--- config.mk ---
export PLATFORM = sky130hd
export DESIGN_NAME = id_ex_stage_reg_flat
export DESIGN_NICKNAME = d
export VERILOG_FILES = /design/src/rtl/id_ex_stage_reg_if.sv /design/src/rtl/id_ex_stage_reg.sv /design/src/flat_wrapper.sv
export SDC_FILE = /design/constraint.sdc
export NUM_CORES = 1
export LEC_CHECK = 0
export ABC_AREA = 1
export ABC_CLOCK_PERIOD_IN_PS = 7800
export CORE_ASPECT_RATIO = 0.6
export CORE_MARGIN = 2
export CORE_UTILIZATION = 38
export DETAILED_ROUTE_END_ITERATION = 8
export GPL_ROUTABILITY_DRIVEN = 0
export GPL_TIMING_DRIVEN = 0
export HOLD_SLACK_MARGIN = 0.05
export PLACE_DENSITY_LB_ADDON = 0.3
export SLEW_MARGIN = 20
export SYNTH_ARGS = -nofsm -noshare
export SYNTH_HDL_FRONTEND = slang
export SYNTH_SLANG_ARGS = --single-unit
--- constraint.sdc ---
create_clock -name clk -period 7.8 [get_ports clk]
set_input_delay 2.34 -clock clk [delete_from_list [all_inputs] [get_ports clk]]
set_output_delay 2.34 -clock clk [all_outputs]
set_load 0.03 [all_outputs]
--- src/rtl/id_ex_stage_reg_if.sv ---
// ID/EX boundary bundle: stage controls, ID-side fields, EX-side registered
// copies and the bubble/flush event counters.
interface id_ex_stage_reg_if;
  // Stage controls
  logic        freeze;
  logic        flush;
  logic        hazard;

  // ID side
  logic        id_valid;
  logic        WB_EN_in;
  logic        MEM_R_EN_in;
  logic        MEM_W_EN_in;
  logic        B_in;
  logic        S_in;
  logic [3:0]  EXE_CMD_in;
  logic [31:0] PC_in;
  logic [31:0] Val_Rn_in;
  logic [31:0] Val_Rm_in;
  logic        imm_in;
  logic [11:0] Shift_operand_in;
  logic [23:0] Signed_imm_24_in;
  logic [3:0]  Dest_in;
  logic [3:0]  src1_in;
  logic [3:0]  src2_in;
  logic [3:0]  SR_in;

  // EX side
  logic        valid_out;
  logic        WB_EN_out;
  logic        MEM_R_EN_out;
  logic        MEM_W_EN_out;
  logic        B_out;
  logic        S_out;
  logic [3:0]  EXE_CMD_out;
  logic [31:0] PC_out;
  logic [31:0] Val_Rn_out;
  logic [31:0] Val_Rm_out;
  logic        imm_out;
  logic [11:0] Shift_operand_out;
  logic [23:0] Signed_imm_24_out;
  logic [3:0]  Dest_out;
  logic [3:0]  src1_out;
  logic [3:0]  src2_out;
  logic [3:0]  SR_out;

  // Event counters
  logic [15:0] bubble_cnt;
  logic [15:0] flush_cnt;

  // Decode/pipeline-control side: drives ID fields and controls.
  modport master (
    output freeze, flush, hazard,
    output id_valid, WB_EN_in, MEM_R_EN_in, MEM_W_EN_in, B_in, S_in, EXE_CMD_in,
    output PC_in, Val_Rn_in, Val_Rm_in, imm_in, Shift_operand_in, Signed_imm_24_in,
    output Dest_in, src1_in, src2_in, SR_in,
    input  valid_out, WB_EN_out, MEM_R_EN_out, MEM_W_EN_out, B_out, S_out, EXE_CMD_out,
    input  PC_out, Val_Rn_out, Val_Rm_out, imm_out, Shift_operand_out, Signed_imm_24_out,
    input  Dest_out, src1_out, src2_out, SR_out,
    input  bubble_cnt, flush_cnt
  );

  // Pipeline register side.
  modport slave (
    input  freeze, flush, hazard,
    input  id_valid, WB_EN_in, MEM_R_EN_in, MEM_W_EN_in, B_in, S_in, EXE_CMD_in,
    input  PC_in, Val_Rn_in, Val_Rm_in, imm_in, Shift_operand_in, Signed_imm_24_in,
    input  Dest_in, src1_in, src2_in, SR_in,
    output valid_out, WB_EN_out, MEM_R_EN_out, MEM_W_EN_out, B_out, S_out, EXE_CMD_out,
    output PC_out, Val_Rn_out, Val_Rm_out, imm_out, Shift_operand_out, Signed_imm_24_out,
    output Dest_out, src1_out, src2_out, SR_out,
    output bubble_cnt, flush_cnt
  );
endinterface

--- src/rtl/id_ex_stage_reg.sv ---
// ID/EX pipeline register. One action per edge, priority
// freeze > flush > hazard > load. Flush and hazard both load an all-zero
// bubble; a load with id_valid=0 keeps the datapath but clears side effects.
module id_ex_stage_reg (
  input  logic              clk,
  input  logic              rst,
  id_ex_stage_reg_if.slave  bus
);

  typedef struct packed {
    logic        wb_en;
    logic        mem_r_en;
    logic        mem_w_en;
    logic        b;
    logic        s;
    logic [3:0]  exe_cmd;
    logic [31:0] pc;
    logic [31:0] val_rn;
    logic [31:0] val_rm;
    logic        imm;
    logic [11:0] shift_operand;
    logic [23:0] signed_imm_24;
    logic [3:0]  dest;
    logic [3:0]  src1;
    logic [3:0]  src2;
    logic [3:0]  sr;
  } stage_t;

  stage_t      load_d;
  stage_t      stage_q;
  logic        valid_q;
  logic [15:0] bubble_q;
  logic [15:0] flush_q;
  logic        kill;

  // Flush and hazard share the same bubble result.
  assign kill = bus.flush | bus.hazard;

  // Capture ID fields; an invalid slot must not write back, touch memory,
  // branch or update flags.
  always_comb begin
    // NOTE: every field is assigned on every path, so no latch is inferred.
    load_d               = '0;
    load_d.wb_en         = bus.WB_EN_in    & bus.id_valid;
    load_d.mem_r_en      = bus.MEM_R_EN_in & bus.id_valid;
    load_d.mem_w_en      = bus.MEM_W_EN_in & bus.id_valid;
    load_d.b             = bus.B_in        & bus.id_valid;
    load_d.s             = bus.S_in        & bus.id_valid;
    load_d.exe_cmd       = bus.EXE_CMD_in;
    load_d.pc            = bus.PC_in;
    load_d.val_rn        = bus.Val_Rn_in;
    load_d.val_rm        = bus.Val_Rm_in;
    load_d.imm           = bus.imm_in;
    load_d.shift_operand = bus.Shift_operand_in;
    load_d.signed_imm_24 = bus.Signed_imm_24_in;
    load_d.dest          = bus.Dest_in;
    load_d.src1          = bus.src1_in;
    load_d.src2          = bus.src2_in;
    load_d.sr            = bus.SR_in;
  end

  // Stage register: hold, bubble or load.
  always_ff @(posedge clk or posedge rst) begin
    if (rst) begin
      stage_q <= '0;
      valid_q <= 1'b0;
    end else if (bus.freeze) begin
      // NOTE: non-blocking assignment keeps every register sampling pre-edge values.
      stage_q <= stage_q;
      valid_q <= valid_q;
    end else if (kill) begin
      stage_q <= '0;
      valid_q <= 1'b0;
    end else begin
      stage_q <= load_d;
      valid_q <= bus.id_valid;
    end
  end

  // Saturating event counters; a combined flush+hazard counts only as a flush.
  always_ff @(posedge clk or posedge rst) begin
    if (rst) begin
      bubble_q <= '0;
      flush_q  <= '0;
    end else if (!bus.freeze) begin
      if (bus.flush) begin
        if (bus.id_valid && flush_q != 16'hFFFF)
          flush_q <= flush_q + 16'd1;
      end else if (bus.hazard) begin
        if (bubble_q != 16'hFFFF)
          bubble_q <= bubble_q + 16'd1;
      end
    end
  end

  assign bus.valid_out         = valid_q;
  assign bus.WB_EN_out         = stage_q.wb_en;
  assign bus.MEM_R_EN_out      = stage_q.mem_r_en;
  assign bus.MEM_W_EN_out      = stage_q.mem_w_en;
  assign bus.B_out             = stage_q.b;
  assign bus.S_out             = stage_q.s;
  assign bus.EXE_CMD_out       = stage_q.exe_cmd;
  assign bus.PC_out            = stage_q.pc;
  assign bus.Val_Rn_out        = stage_q.val_rn;
  assign bus.Val_Rm_out        = stage_q.val_rm;
  assign bus.imm_out           = stage_q.imm;
  assign bus.Shift_operand_out = stage_q.shift_operand;
  assign bus.Signed_imm_24_out = stage_q.signed_imm_24;
  assign bus.Dest_out          = stage_q.dest;
  assign bus.src1_out          = stage_q.src1;
  assign bus.src2_out          = stage_q.src2;
  assign bus.SR_out            = stage_q.sr;
  assign bus.bubble_cnt        = bubble_q;
  assign bus.flush_cnt         = flush_q;

endmodule

--- src/flat_wrapper.sv ---
// flat-port wrapper written by rule: the top's interface ports become plain ports
module id_ex_stage_reg_flat 
  (clk, rst, bus_freeze, bus_flush, bus_hazard, bus_id_valid, bus_WB_EN_in, bus_MEM_R_EN_in, bus_MEM_W_EN_in, bus_B_in, bus_S_in, bus_EXE_CMD_in, bus_PC_in, bus_Val_Rn_in, bus_Val_Rm_in, bus_imm_in, bus_Shift_operand_in, bus_Signed_imm_24_in, bus_Dest_in, bus_src1_in, bus_src2_in, bus_SR_in, bus_valid_out, bus_WB_EN_out, bus_MEM_R_EN_out, bus_MEM_W_EN_out, bus_B_out, bus_S_out, bus_EXE_CMD_out, bus_PC_out, bus_Val_Rn_out, bus_Val_Rm_out, bus_imm_out, bus_Shift_operand_out, bus_Signed_imm_24_out, bus_Dest_out, bus_src1_out, bus_src2_out, bus_SR_out, bus_bubble_cnt, bus_flush_cnt);
  id_ex_stage_reg_if bus_i ();
  input  logic clk;
  input  logic rst;
  input wire logic [$bits(bus_i.freeze)-1:0] bus_freeze;
  input wire logic [$bits(bus_i.flush)-1:0] bus_flush;
  input wire logic [$bits(bus_i.hazard)-1:0] bus_hazard;
  input wire logic [$bits(bus_i.id_valid)-1:0] bus_id_valid;
  input wire logic [$bits(bus_i.WB_EN_in)-1:0] bus_WB_EN_in;
  input wire logic [$bits(bus_i.MEM_R_EN_in)-1:0] bus_MEM_R_EN_in;
  input wire logic [$bits(bus_i.MEM_W_EN_in)-1:0] bus_MEM_W_EN_in;
  input wire logic [$bits(bus_i.B_in)-1:0] bus_B_in;
  input wire logic [$bits(bus_i.S_in)-1:0] bus_S_in;
  input wire logic [$bits(bus_i.EXE_CMD_in)-1:0] bus_EXE_CMD_in;
  input wire logic [$bits(bus_i.PC_in)-1:0] bus_PC_in;
  input wire logic [$bits(bus_i.Val_Rn_in)-1:0] bus_Val_Rn_in;
  input wire logic [$bits(bus_i.Val_Rm_in)-1:0] bus_Val_Rm_in;
  input wire logic [$bits(bus_i.imm_in)-1:0] bus_imm_in;
  input wire logic [$bits(bus_i.Shift_operand_in)-1:0] bus_Shift_operand_in;
  input wire logic [$bits(bus_i.Signed_imm_24_in)-1:0] bus_Signed_imm_24_in;
  input wire logic [$bits(bus_i.Dest_in)-1:0] bus_Dest_in;
  input wire logic [$bits(bus_i.src1_in)-1:0] bus_src1_in;
  input wire logic [$bits(bus_i.src2_in)-1:0] bus_src2_in;
  input wire logic [$bits(bus_i.SR_in)-1:0] bus_SR_in;
  output wire logic [$bits(bus_i.valid_out)-1:0] bus_valid_out;
  output wire logic [$bits(bus_i.WB_EN_out)-1:0] bus_WB_EN_out;
  output wire logic [$bits(bus_i.MEM_R_EN_out)-1:0] bus_MEM_R_EN_out;
  output wire logic [$bits(bus_i.MEM_W_EN_out)-1:0] bus_MEM_W_EN_out;
  output wire logic [$bits(bus_i.B_out)-1:0] bus_B_out;
  output wire logic [$bits(bus_i.S_out)-1:0] bus_S_out;
  output wire logic [$bits(bus_i.EXE_CMD_out)-1:0] bus_EXE_CMD_out;
  output wire logic [$bits(bus_i.PC_out)-1:0] bus_PC_out;
  output wire logic [$bits(bus_i.Val_Rn_out)-1:0] bus_Val_Rn_out;
  output wire logic [$bits(bus_i.Val_Rm_out)-1:0] bus_Val_Rm_out;
  output wire logic [$bits(bus_i.imm_out)-1:0] bus_imm_out;
  output wire logic [$bits(bus_i.Shift_operand_out)-1:0] bus_Shift_operand_out;
  output wire logic [$bits(bus_i.Signed_imm_24_out)-1:0] bus_Signed_imm_24_out;
  output wire logic [$bits(bus_i.Dest_out)-1:0] bus_Dest_out;
  output wire logic [$bits(bus_i.src1_out)-1:0] bus_src1_out;
  output wire logic [$bits(bus_i.src2_out)-1:0] bus_src2_out;
  output wire logic [$bits(bus_i.SR_out)-1:0] bus_SR_out;
  output wire logic [$bits(bus_i.bubble_cnt)-1:0] bus_bubble_cnt;
  output wire logic [$bits(bus_i.flush_cnt)-1:0] bus_flush_cnt;
  assign bus_i.freeze = bus_freeze;
  assign bus_i.flush = bus_flush;
  assign bus_i.hazard = bus_hazard;
  assign bus_i.id_valid = bus_id_valid;
  assign bus_i.WB_EN_in = bus_WB_EN_in;
  assign bus_i.MEM_R_EN_in = bus_MEM_R_EN_in;
  assign bus_i.MEM_W_EN_in = bus_MEM_W_EN_in;
  assign bus_i.B_in = bus_B_in;
  assign bus_i.S_in = bus_S_in;
  assign bus_i.EXE_CMD_in = bus_EXE_CMD_in;
  assign bus_i.PC_in = bus_PC_in;
  assign bus_i.Val_Rn_in = bus_Val_Rn_in;
  assign bus_i.Val_Rm_in = bus_Val_Rm_in;
  assign bus_i.imm_in = bus_imm_in;
  assign bus_i.Shift_operand_in = bus_Shift_operand_in;
  assign bus_i.Signed_imm_24_in = bus_Signed_imm_24_in;
  assign bus_i.Dest_in = bus_Dest_in;
  assign bus_i.src1_in = bus_src1_in;
  assign bus_i.src2_in = bus_src2_in;
  assign bus_i.SR_in = bus_SR_in;
  assign bus_valid_out = bus_i.valid_out;
  assign bus_WB_EN_out = bus_i.WB_EN_out;
  assign bus_MEM_R_EN_out = bus_i.MEM_R_EN_out;
  assign bus_MEM_W_EN_out = bus_i.MEM_W_EN_out;
  assign bus_B_out = bus_i.B_out;
  assign bus_S_out = bus_i.S_out;
  assign bus_EXE_CMD_out = bus_i.EXE_CMD_out;
  assign bus_PC_out = bus_i.PC_out;
  assign bus_Val_Rn_out = bus_i.Val_Rn_out;
  assign bus_Val_Rm_out = bus_i.Val_Rm_out;
  assign bus_imm_out = bus_i.imm_out;
  assign bus_Shift_operand_out = bus_i.Shift_operand_out;
  assign bus_Signed_imm_24_out = bus_i.Signed_imm_24_out;
  assign bus_Dest_out = bus_i.Dest_out;
  assign bus_src1_out = bus_i.src1_out;
  assign bus_src2_out = bus_i.src2_out;
  assign bus_SR_out = bus_i.SR_out;
  assign bus_bubble_cnt = bus_i.bubble_cnt;
  assign bus_flush_cnt = bus_i.flush_cnt;
  id_ex_stage_reg u_core (.clk(clk), .rst(rst), .bus(bus_i));
endmodule
Word level (Yosys, flattened, before mapping)
Index checks and enable logic that the tools add are counted.
- add/sub/neg operators: 2
- equal/unequal tests: 2
- muxes and demuxes: 2
- bitwise operators: 8
- reduce and logical (&&, ||, !) cells: 3
- operators by type and width (operator ; number):
    two-way mux 158 bit ; 1
    adder 16 x 1 -> 16 bit, second input constant ; 2
    != test 16 bit, second input constant ; 2
    bitwise AND 1 bit ; 5
    AND reduction 4 bit ; 1
    AND reduction 3 bit ; 1
    inverter 1 bit ; 2
    logical AND 1 bit ; 1
    two-way mux 1 bit ; 1
    OR 1 bit ; 1
- flip-flop bits (word level): 191
- input port bits: 164
- output and inout port bits: 191
- word-level logic and storage cells: 36

Longest topological paths before layout
- depth after elaboration: 3
- mapped depth: 10
- mapped depth without buffers: 9

Worst setup path after synthesis
Ideal clock, no wire load.
- path kind: input port to flip-flop
- start: input bus_freeze
- end: register u_core.flush_q[5] (netlist: u_core.bus.flush_cnt[5])
- setup time: 0.118 ns
- arrival time: 3.167 ns
- path slack: 4.514 ns
- stages on the path: 8
- path through: buf_2 nor2_1 buf_4 nand2_1 nor2_1 nand2_1 nand2_1 nand2_1
- longest elaborated chain between the ends: 2
- RTL lines (item ; line ; text):
    from (decl) ; flat_wrapper.sv:7 ; input wire logic [$bits(bus_i.freeze)-1:0] bus_freeze;
    inverter 1 bit (no source line) ; - ;
    AND reduction 3 bit (no source line) ; - ;
    to (signal assigned) ; id_ex_stage_reg.sv:88 ; flush_q <= flush_q + 16'd1;
    to (decl) ; id_ex_stage_reg.sv:33 ; logic [15:0] flush_q;
No other way between the ends.
A chain may end at the register's enable or synchronous reset.

Worst setup path after layout
- start: register u_core.bubble_q[3] (netlist: u_core.bus.bubble_cnt[3])
- end: output bus_bubble_cnt[3]
- RTL lines (item ; line ; text):
    from (decl) ; id_ex_stage_reg.sv:32 ; logic [15:0] bubble_q;
    from (signal assigned) ; id_ex_stage_reg.sv:91 ; bubble_q <= bubble_q + 16'd1;
    to (decl) ; flat_wrapper.sv:44 ; output wire logic [$bits(bus_i.bubble_cnt)-1:0] bus_bubble_cnt;
No word-level cell between the ends.

==> results by group <==
Route
  – Drt pass-1 iters: 5
  – First DRT Iteration DRCs: 377
  – Wirelength per Cell: 19.5 µm
  – DRC: 0
  – Via count: 7098
  – Final ANT Viol Nets: 0
  – DRT Wirelength: 26200 µm
  – Vias/cell: 5.28

Clock tree
  – Hold buffer count at CTS: 0
  – TritonCTS buffer count: 17
  – Post-CTS resize count: 0
  – CTS H-tree depth: 4
  – Clk sink count: 191
  – Clock slew at reported path FFs: 0.07 ns
  – Worst skew pair latency: 0.43 ns
  – CTS tree: yes
  – Root Buffer: clkbuf_16
  – Post-CTS setup repair buffer count: 0
  – Max clock buf depth: 2

Logic synthesis
  – Distinct cells, synth: 24
  – Ys Warns: 0
  – #FFs+latches synth: 191
  – Post-synthesis sequential area ratio: 0.603
  – Top FF cell, synth: dfrtp_1
  – Syn_nets: 850
  – Mapped Area: 7930 µm²
  – Fraction of registers with async set/reset: 1.00
  – Syn avg cell area: 11.6 µm²
  – Synth Instances: 684
  – Post-synth EDFFs: 0

Setup path
  – Critical path startpoint: u_core.bus.bubble_cnt[3]$_DFFE_PP0P_
  – Slowest CP cell: clkdlybuf4s50_1
  – Worst r2r src: u_core.bus.flush_cnt[0]$_DFFE_PP0P_
  – WP data required: 5.46 ns
  – R2R Path End: u_core.bus.flush_cnt[9]$_DFFE_PP0P_
  – Worst Setup EP: bus_bubble_cnt[3]
  – Crit path depth: 1
  – Worst Path Arrival: 1.66 ns
  – Crit path buf inv count: 1
  – R2r setup slk: 6.20 ns
  – Crit-path cells: clkdlybuf4s50_1
  – CP peak stage delay: 0.74 ns
  – Critical path capture point type: output port
  – Worst R2R Path Depth: 10
  – Startpoint types: flip-flop
  – Critical path fanouts, max: 7
  – Critical path class: flip-flop to output port
  – Top Family by Delay on Critical Path: buffers and inverters

Layout
  – Proportion of layout cells with a drive suffix above 1: 0.0720
  – Fin util: 0.614
  – Area occupied by multi-input gates: 2680 µm²
  – Area grow syn2layout: 56.7%
  – Most frequent cells in the layout: clkdlybuf4s50_1, dfrtp_1, a32o_1
  – Finished Layout Cells: 1345
  – Commonest non-fill, non-tap cell in the layout: clkdlybuf4s50_1
  – Design Area, Final: 12400 µm²
  – Register cell area after layout: 4780 µm²
  – Fill count: 1685
  – NumNets Final: 1224

Timing
  – Clock skew: 0.00850 ns
  – Final hold violation count: 0
  – Worst-Margin Slew: 0.608 ns
  – Period utilization: 0.512
  – FMAX: 0.250 GHz
  – Setup ws final: 3.80 ns
  – Endpoints failing setup: 0
  – RSZ-0062 raised after global routing: false
  – Min Hold Slack: 0.486 ns
  – Worst relative slew slack: 0.594
  – Final Max Slew Viols: 0
  – Period minus WS final: 4.00 ns

Power
  – Power Density: 199 nW/µm²
  – Peak supply drop: 0.138 mV
  – LEAKAGE: 5.25 nW

Floorplan
  – IO Pins: 355
  – Die height: 116 µm
  – Die area: 22100 µm²
  – Core ar.: 20200 µm²
  – Die width: 190 µm
  – FP Rows: 40
  – Starting density of the core: 0.392

Global route
  – Vias in the first global route: 7187
  – Tot GR Track Use: 0.235
  – Largest net degree at the start of global routing: 78
  – First-pass GRT wire length: 39600 µm
  – Remaining Overflow, GRT: 0
  – Initial antenna violation count: 2

Worst hold path
  – Hold path cells: 2
  – Hold Crit Start: u_core.bus.valid_out$_DFFE_PP0N_
  – Hold Path Class: flip-flop to flip-flop

Flow run
  – Maxcap violations: 0

Place
  – DP Worst Slack: 3.61 ns
  – Area after DPL: 11900 µm²
  – DP HPWL: 19600 µm
  – IO buf count: 353
  – Post-Place Cells: 1312

Status
  – Status: complete, no violations
==> tightest hold or removal path, delay by kind of cell (launching register included) <==
family | cells | cell delay [ns]
flip-flops | 1 | 0.34
AND/OR/NAND/NOR | 2 | 0.11
==> power by group <==
part	leakage [nW]	switching (mW)	internal, mW
sequential	2.58	0.0520	1.05
combinational	2.39	0.284	0.241
clock	0.272	0.364	0.474
==> cells in the mapped netlist (3+ instances only) <==
cell / number / area share
nor2_4: 7 / 0.0099
nand4_1: 4 / 0.0032
o21ai_0: 5 / 0.0032
dfrtp_1: 191 / 0.60
buf_6: 4 / 0.0057
nand3_1: 40 / 0.025
clkbuf_1: 30 / 0.014
buf_4: 13 / 0.012
nor2_2: 4 / 0.0032
nor3_1: 3 / 0.0019
a32o_1: 153 / 0.19
inv_1: 40 / 0.019
xor2_1: 5 / 0.0055
nand3b_1: 4 / 0.0038
xnor2_1: 4 / 0.0044
buf_2: 10 / 0.0063
nand2_1: 127 / 0.060
nand2_2: 7 / 0.0055
nor2_1: 26 / 0.012
==> per-layer routing <==
metal | global-route usage | share of wire | routed length (µm) | up-vias
li1 | - | - | - | 3269
met1 | 0.289 | 0.40 | 10600 | 3512
met2 | 0.382 | 0.48 | 12500 | 277
met3 | 0.0902 | 0.093 | 2430 | 40
met4 | 0.0858 | 0.025 | 656 | 0
met5 | 0 | 0 | 0 | -
==> state kept, by name (all words and copies together), names as in the netlist, 4 cells and up <==
signal / flops
u_core.bus.Val_Rn_out: 32
u_core.bus.Signed_imm_24_out: 24
u_core.bus.src1_out: 4
u_core.bus.Shift_operand_out: 12
u_core.bus.SR_out: 4
u_core.bus.PC_out: 32
u_core.bus.flush_cnt: 16
u_core.bus.Dest_out: 4
u_core.bus.bubble_cnt: 16
u_core.bus.src2_out: 4
u_core.bus.Val_Rm_out: 32
u_core.bus.EXE_CMD_out: 4
==> logic make-up (layout without fill, tap and decap cells) <==
group,after synthesis,count (layout),share of synthesized area
adder cells (fa/ha/maj),2,2,0.00316
flip-flops,191,191,0.603
AND/OR/NAND/NOR,225,225,0.129
buffers and inverters,99,485,0.0584
other,0,2,0
XOR/XNOR,9,9,0.00994
AO/OA/AOI/OAI,158,158,0.196
==> area by class of cell <==
class | count | share of cell area
inverters | 41 | 0.0130
flip-flops and latches | 191 | 0.385
well taps | 273 | 0.0275
plain buffers | 58 | 0.0249
clock inverters | 4 | 0.00423
clock buffers | 27 | 0.0405
diodes | 2 | 0.000403
multi-input cells | 394 | 0.216
repair buffers | 355 | 0.289
==> worst min-delay path by stage <==
stage | endpoint | slack, ns
detailed placement | u_core.bus.valid_out$_DFFE_PP0N_ | 0.47
CTS | u_core.bus.valid_out$_DFFE_PP0N_ | 0.49
global placement | u_core.bus.WB_EN_out$_DFFE_PP0N_ | 0.47
floorplan | u_core.bus.valid_out$_DFFE_PP0N_ | 0.66
global route | u_core.bus.Signed_imm_24_out[3]$_DFFE_PP0N_ | 0.51
finish | u_core.bus.valid_out$_DFFE_PP0N_ | 0.49
==> metrics by stage <==
step | power (mW) | setup TNS, ns
after floorplan | 1.38 | 0
after CTS | 2.49 | 0
after global routing | 2.57 | 0
final | 2.47 | 0
after detailed placement | 1.65 | 0
after global placement | 1.64 | -459.76
(Power assumes the default switching activity.)
